<file path="src/rtl/ddr3_rd_arbiter.sv">
// Round-robin arbiter sharing one DDR3 read controller between two requesters,
// with a four-phase completion handshake and a hung-reader timeout.
module ddr3_rd_arbiter #(
    parameter int unsigned     TO_W           = 24,
    parameter logic [TO_W-1:0] TIMEOUT_CYCLES = TO_W'(16_000_000)
) (
    input  logic        clk,
    input  logic        reset_n,
    input  logic        req0_en,
    input  logic [22:0] req0_start_addr,
    input  logic [23:0] req0_burst_cnt,
    output logic        req0_done,
    output logic        req0_err,
    input  logic        req1_en,
    input  logic [22:0] req1_start_addr,
    input  logic [23:0] req1_burst_cnt,
    output logic        req1_done,
    output logic        req1_err,
    output logic [22:0] ddr3_rd_start_addr,
    output logic [23:0] ddr3_rd_burst_cnt,
    output logic        enable_reading,
    input  logic        reading_done,
    output logic        grant_valid,
    output logic        grant_id,
    output logic [7:0]  timeout_count
);

    localparam int unsigned ADDR_W = 23;
    localparam int unsigned CNT_W  = 24;
    localparam int unsigned TC_W   = 8;

    typedef enum logic [2:0] {
        S_IDLE,
        S_GRANT,
        S_READ,
        S_RELEASE,
        S_DRAIN
    } state_t;

    state_t            state, state_d;
    logic              last_grant, last_grant_d;
    logic              grant_id_d, grant_valid_d, enable_d;
    logic [ADDR_W-1:0] addr_d;
    logic [CNT_W-1:0]  cnt_d;
    logic              req0_done_d, req1_done_d, req0_err_d, req1_err_d;
    logic [TO_W-1:0]   to_cnt, to_cnt_d;
    logic [TC_W-1:0]   timeout_count_d;
    logic              done_meta, done_s;

    logic              win;
    logic              winner_en;
    logic              to_hit;
    logic [TC_W-1:0]   tcount_inc;

    // reading_done comes from the reader's clock domain
    always_ff @(posedge clk or negedge reset_n) begin
        if (!reset_n) begin
            done_meta <= 1'b0;
            done_s    <= 1'b0;
        end else begin
            done_meta <= reading_done;
            done_s    <= done_meta;
        end
    end

    // State and registered outputs
    always_ff @(posedge clk or negedge reset_n) begin
        if (!reset_n) begin
            state              <= S_IDLE;
            last_grant         <= 1'b1;
            grant_id           <= 1'b0;
            grant_valid        <= 1'b0;
            enable_reading     <= 1'b0;
            ddr3_rd_start_addr <= '0;
            ddr3_rd_burst_cnt  <= '0;
            req0_done          <= 1'b0;
            req1_done          <= 1'b0;
            req0_err           <= 1'b0;
            req1_err           <= 1'b0;
            to_cnt             <= '0;
            timeout_count      <= '0;
        end else begin
            state              <= state_d;
            last_grant         <= last_grant_d;
            grant_id           <= grant_id_d;
            grant_valid        <= grant_valid_d;
            enable_reading     <= enable_d;
            ddr3_rd_start_addr <= addr_d;
            ddr3_rd_burst_cnt  <= cnt_d;
            req0_done          <= req0_done_d;
            req1_done          <= req1_done_d;
            req0_err           <= req0_err_d;
            req1_err           <= req1_err_d;
            to_cnt             <= to_cnt_d;
            timeout_count      <= timeout_count_d;
        end
    end

    // Next-state and next-output logic
    always_comb begin
        state_d         = state;
        last_grant_d    = last_grant;
        grant_id_d      = grant_id;
        grant_valid_d   = grant_valid;
        enable_d        = enable_reading;
        addr_d          = ddr3_rd_start_addr;
        cnt_d           = ddr3_rd_burst_cnt;
        req0_done_d     = req0_done;
        req1_done_d     = req1_done;
        req0_err_d      = req0_err;
        req1_err_d      = req1_err;
        to_cnt_d        = to_cnt;
        timeout_count_d = timeout_count;
        win             = 1'b0;

        winner_en  = grant_id ? req1_en : req0_en;
        to_hit     = (to_cnt == TIMEOUT_CYCLES - TO_W'(1));
        tcount_inc = (timeout_count == {TC_W{1'b1}}) ? timeout_count
                                                     : timeout_count + TC_W'(1);

        case (state)
            S_IDLE: begin
                if (req0_en || req1_en) begin
                    // On a tie the requester that did not win last time goes first
                    win           = (req0_en && req1_en) ? ~last_grant : req1_en;
                    state_d       = S_GRANT;
                    grant_id_d    = win;
                    last_grant_d  = win;
                    grant_valid_d = 1'b1;
                    addr_d        = win ? req1_start_addr : req0_start_addr;
                    cnt_d         = win ? req1_burst_cnt  : req0_burst_cnt;
                    to_cnt_d      = '0;
                end
            end

            S_GRANT: begin
                if (ddr3_rd_burst_cnt == '0) begin
                    state_d     = S_RELEASE;
                    req0_done_d = ~grant_id;
                    req1_done_d = grant_id;
                    req0_err_d  = ~grant_id;
                    req1_err_d  = grant_id;
                end else begin
                    state_d  = S_READ;
                    enable_d = 1'b1;
                end
            end

            S_READ: begin
                if (done_s) begin
                    state_d     = S_RELEASE;
                    enable_d    = 1'b0;
                    req0_done_d = ~grant_id;
                    req1_done_d = grant_id;
                    req0_err_d  = 1'b0;
                    req1_err_d  = 1'b0;
                end else if (to_hit) begin
                    state_d         = S_RELEASE;
                    enable_d        = 1'b0;
                    req0_done_d     = ~grant_id;
                    req1_done_d     = grant_id;
                    req0_err_d      = ~grant_id;
                    req1_err_d      = grant_id;
                    timeout_count_d = tcount_inc;
                end else begin
                    to_cnt_d = to_cnt + TO_W'(1);
                end
            end

            S_RELEASE: begin
                if (!winner_en) begin
                    state_d  = S_DRAIN;
                    to_cnt_d = '0;
                end
            end

            S_DRAIN: begin
                // Wait for the reader to drop done before taking a new request
                if (!done_s || to_hit) begin
                    state_d       = S_IDLE;
                    grant_valid_d = 1'b0;
                    req0_done_d   = 1'b0;
                    req1_done_d   = 1'b0;
                    req0_err_d    = 1'b0;
                    req1_err_d    = 1'b0;
                    if (done_s) begin
                        timeout_count_d = tcount_inc;
                    end
                end else begin
                    to_cnt_d = to_cnt + TO_W'(1);
                end
            end

            default: begin
                state_d = S_IDLE;
            end
        endcase
    end

endmodule

</file>
<file path="config.mk">
export PLATFORM = sky130hd
export DESIGN_NAME = ddr3_rd_arbiter
export DESIGN_NICKNAME = d
export VERILOG_FILES = /design/src/rtl/ddr3_rd_arbiter.sv
export SDC_FILE = /design/constraint.sdc
export NUM_CORES = 1
export LEC_CHECK = 0
export BUFFER_PORTS_ARGS = -buffer_cell sky130_fd_sc_hd__buf_2
export CAP_MARGIN = 0
export CORE_MARGIN = 5
export CORE_UTILIZATION = 56
export CTS_BUF_LIST = sky130_fd_sc_hd__clkbuf_4 sky130_fd_sc_hd__clkbuf_8
export DETAILED_ROUTE_END_ITERATION = 8
export GPL_ROUTABILITY_DRIVEN = 0
export PLACE_DENSITY = 0.88
export SETUP_SLACK_MARGIN = 0.3
export SLEW_MARGIN = 5
export SYNTH_ARGS = -nofsm -noshare
export SYNTH_HDL_FRONTEND = slang
export SYNTH_SLANG_ARGS = --single-unit
</file>
<file path="constraint.sdc">
create_clock -name clk -period 3.3 [get_ports clk]
set_input_delay 0.495 -clock clk [delete_from_list [all_inputs] [get_ports clk]]
set_output_delay 0.495 -clock clk [all_outputs]
set_load 0.01 [all_outputs]
</file>
==> metrics <==
setup violators final=0; H-Tree Depth=3; Die Height=102 µm; CP max FO=28; number of synthesized flops with an enable pin=0; post-synthesis cell count=470; final core occ=70.5%; Post-Route WL=12700 µm; syn_nets=571; share of cells above drive strength 1=32.1%; clock slew seen by the registers of the worst setup and hold paths=0.09 ns; R2R depth=5; HPWL Detailed=9550 µm; outcome=finished, final reports clean; DIE AREA=10300 µm²; core area=8220 µm²; Slew Limit Headroom=41.9%; Initial Utilization=57.3%; Crit path required time=3.52 ns; per-cell routed wire length=17.4 µm; Worst setup EP type=flip-flop; Cell Rows=33; Max Root-Sink Buffers=2; Critical Path Source Type=flip-flop; Initial DRT Pass Iterations=5; chip width=102 µm; fin crit share=76.7%; unrepaired setup endpoints after global routing=false; Synth Warn #=0; Hold WS=0.159 ns; sequential share of the synthesized area=48.9%; Min Clock Period, post-route=2.53 ns; syn avg cell area=10.0 µm²; first-pass GRT wire length=21000 µm; Max VDD drop=0.472 mV; grt ovf=0; PortBufs=160; vias in the first global route=4329; Post-CTS Setup Bufs=0; HP Class=in2async; initial antenna violation count=1; Fill cells=587; CTS Sinks=92; number of routed nets with antenna violations=0; Resize count post-CTS=0; final hold vios=0; leakage=2.71 nW; Synth Register Bits=92; Layout Skew=0.00973 ns; GRT Overall Usage=25.5%; Worst EP arrival=2.75 ns; Synth-to-Final Area Change=23.0%; Mapped Area=4710 µm²; Synth Flop Type=dfrtp_1; clock root cell=clkbuf_8; TritonCTS clock tree=done; Distinct cells, synth=55; PD cells=843 nW/µm²; Vias/cell=5.88; CP Class=reg2reg; clk_lat worst skew=0.35 ns; residual DRC count=0; largest net degree at the start of global routing=84; pins over their slew limit=0; Hold-fix buffers, CTS=0; setup TNS=0 ns; worst-margin pin slew=0.871 ns; Inserted Clock Buffers=9; max-cap violations=0; Ports=161; post-synthesis async set-or-reset flop share=100%; initial DRC count=307; via count=4283; fin nets=719; Max Freq=395 MHz
## cell usage after synthesis, types with 2 or more instances
cell       n  area, µm²
a21boi_0   2       15.0
a21oi_1   61        305
a21oi_2    2       17.5
a31oi_1   25        156
a41oi_1    4       35.0
and3_1     6       37.5
and4_1     5       43.8
buf_1      6       22.5
buf_2      8       40.0
buf_6      4       45.0
clkbuf_1   9       33.8
dfrtp_1   91       2280
ha_1       2       25.0
inv_1      6       22.5
mux2i_1   54        541
nand2_1   33        124
nand2b_1   6       37.5
nand3_1   13       65.1
nand4_1    5       31.3
nor2_1    61        229
nor2b_1    2       12.5
nor3_1     7       35.0
nor4_1     5       31.3
nor4_4     2       42.5
o21a_1     3       22.5
o21ai_0   12       60.1
o21ai_1    2       10.0
or4_1      2       15.0
xor2_1     6       52.6
## worst max-delay path: stages (launching register included)
cell	delay, ns
dfrtp_1	0.55
or3b_1	0.47
a21oi_2	0.30
a21boi_4	0.69
a221oi_4	0.21
mux2i_1	0.17
## sequential cells by signal, indices dropped and copies added (netlist names), 3 cells and up
register            count
ddr3_rd_burst_cnt      24
ddr3_rd_start_addr     23
state                   3
timeout_count           8
to_cnt                 24
## path summary, 6_finish.rpt
| path | start | slack (ns) | end |
|---|---|---|---|
| worst max-delay path | state[2] | 0.77 | req1_err |
| worst min-delay path | reset_n | 0.16 | timeout_count[6] |
| worst max register to register | state[2] | 0.77 | req1_err |
| worst min register to register | done_meta | 0.41 | done_s |
| max in group asynchronous | reset_n | 2.22 | ddr3_rd_start_addr[5] |
| min in group clk | reading_done | 0.25 | done_meta |
## report_power, final
part / switching (mW) / total [mW] / internal, mW
Clock: 0.400 / 0.848 / 0.448
Combinational: 1.17 / 1.98 / 0.801
Sequential: 0.465 / 2.06 / 1.59
## metrics by stage
step,cells,power (mW),worst slack [ns],cell area (µm²)
after floorplan,470,3.31,1.35,4710
after global placement,712,3.92,0.857,5560
after detailed placement,712,4.03,0.801,5560
after CTS,728,4.88,0.810,5790
after global routing,729,5.23,0.584,5790
final,729,4.88,0.768,5790
## logic make-up after synthesis
kind of cell	after synthesis	share of synthesized area [%]
flip-flops	92	48.9
AND/OR/NAND/NOR	158	17.5
XOR/XNOR	7	1.30
AO/OA/AOI/OAI	123	16.6
adder cells (fa/ha/maj)	2	0.531
buffers and inverters	33	3.48
multiplexers	55	11.7
## area by class of cell
class | instances | area (µm²) | area share (%)
sequential | 92 | 2300 | 39.8
multi-input combinational | 345 | 2260 | 39.0
timing repair buffer | 164 | 846 | 14.6
clock buffer | 11 | 139 | 2.40
tap | 105 | 131 | 2.27
clock inverter | 5 | 85.1 | 1.47
inverter | 6 | 22.5 | 0.389
antenna | 1 | 2.50 | 0.0432
## layer usage
metal | track usage [%] | up-vias | wire (µm)
met4 | 8.08 | 0 | 313
li1 | - | 2014 | -
met1 | 31.4 | 2058 | 4860
met3 | 6.68 | 26 | 901
met5 | 0 | - | 0
met2 | 44.0 | 185 | 6580
## placed cells by master (no fill, tap or decap), types with 9 or more instances in the layout
cell type and count:
o21ai_0 12, a31oi_1 25, buf_2 159, clkbuf_8 9
nand3_1 13, a21oi_1 61, dfrtp_1 91, mux2i_1 54
nand2_1 33, nor2_1 61
No activity file was read; power rests on OpenSTA's default activity.
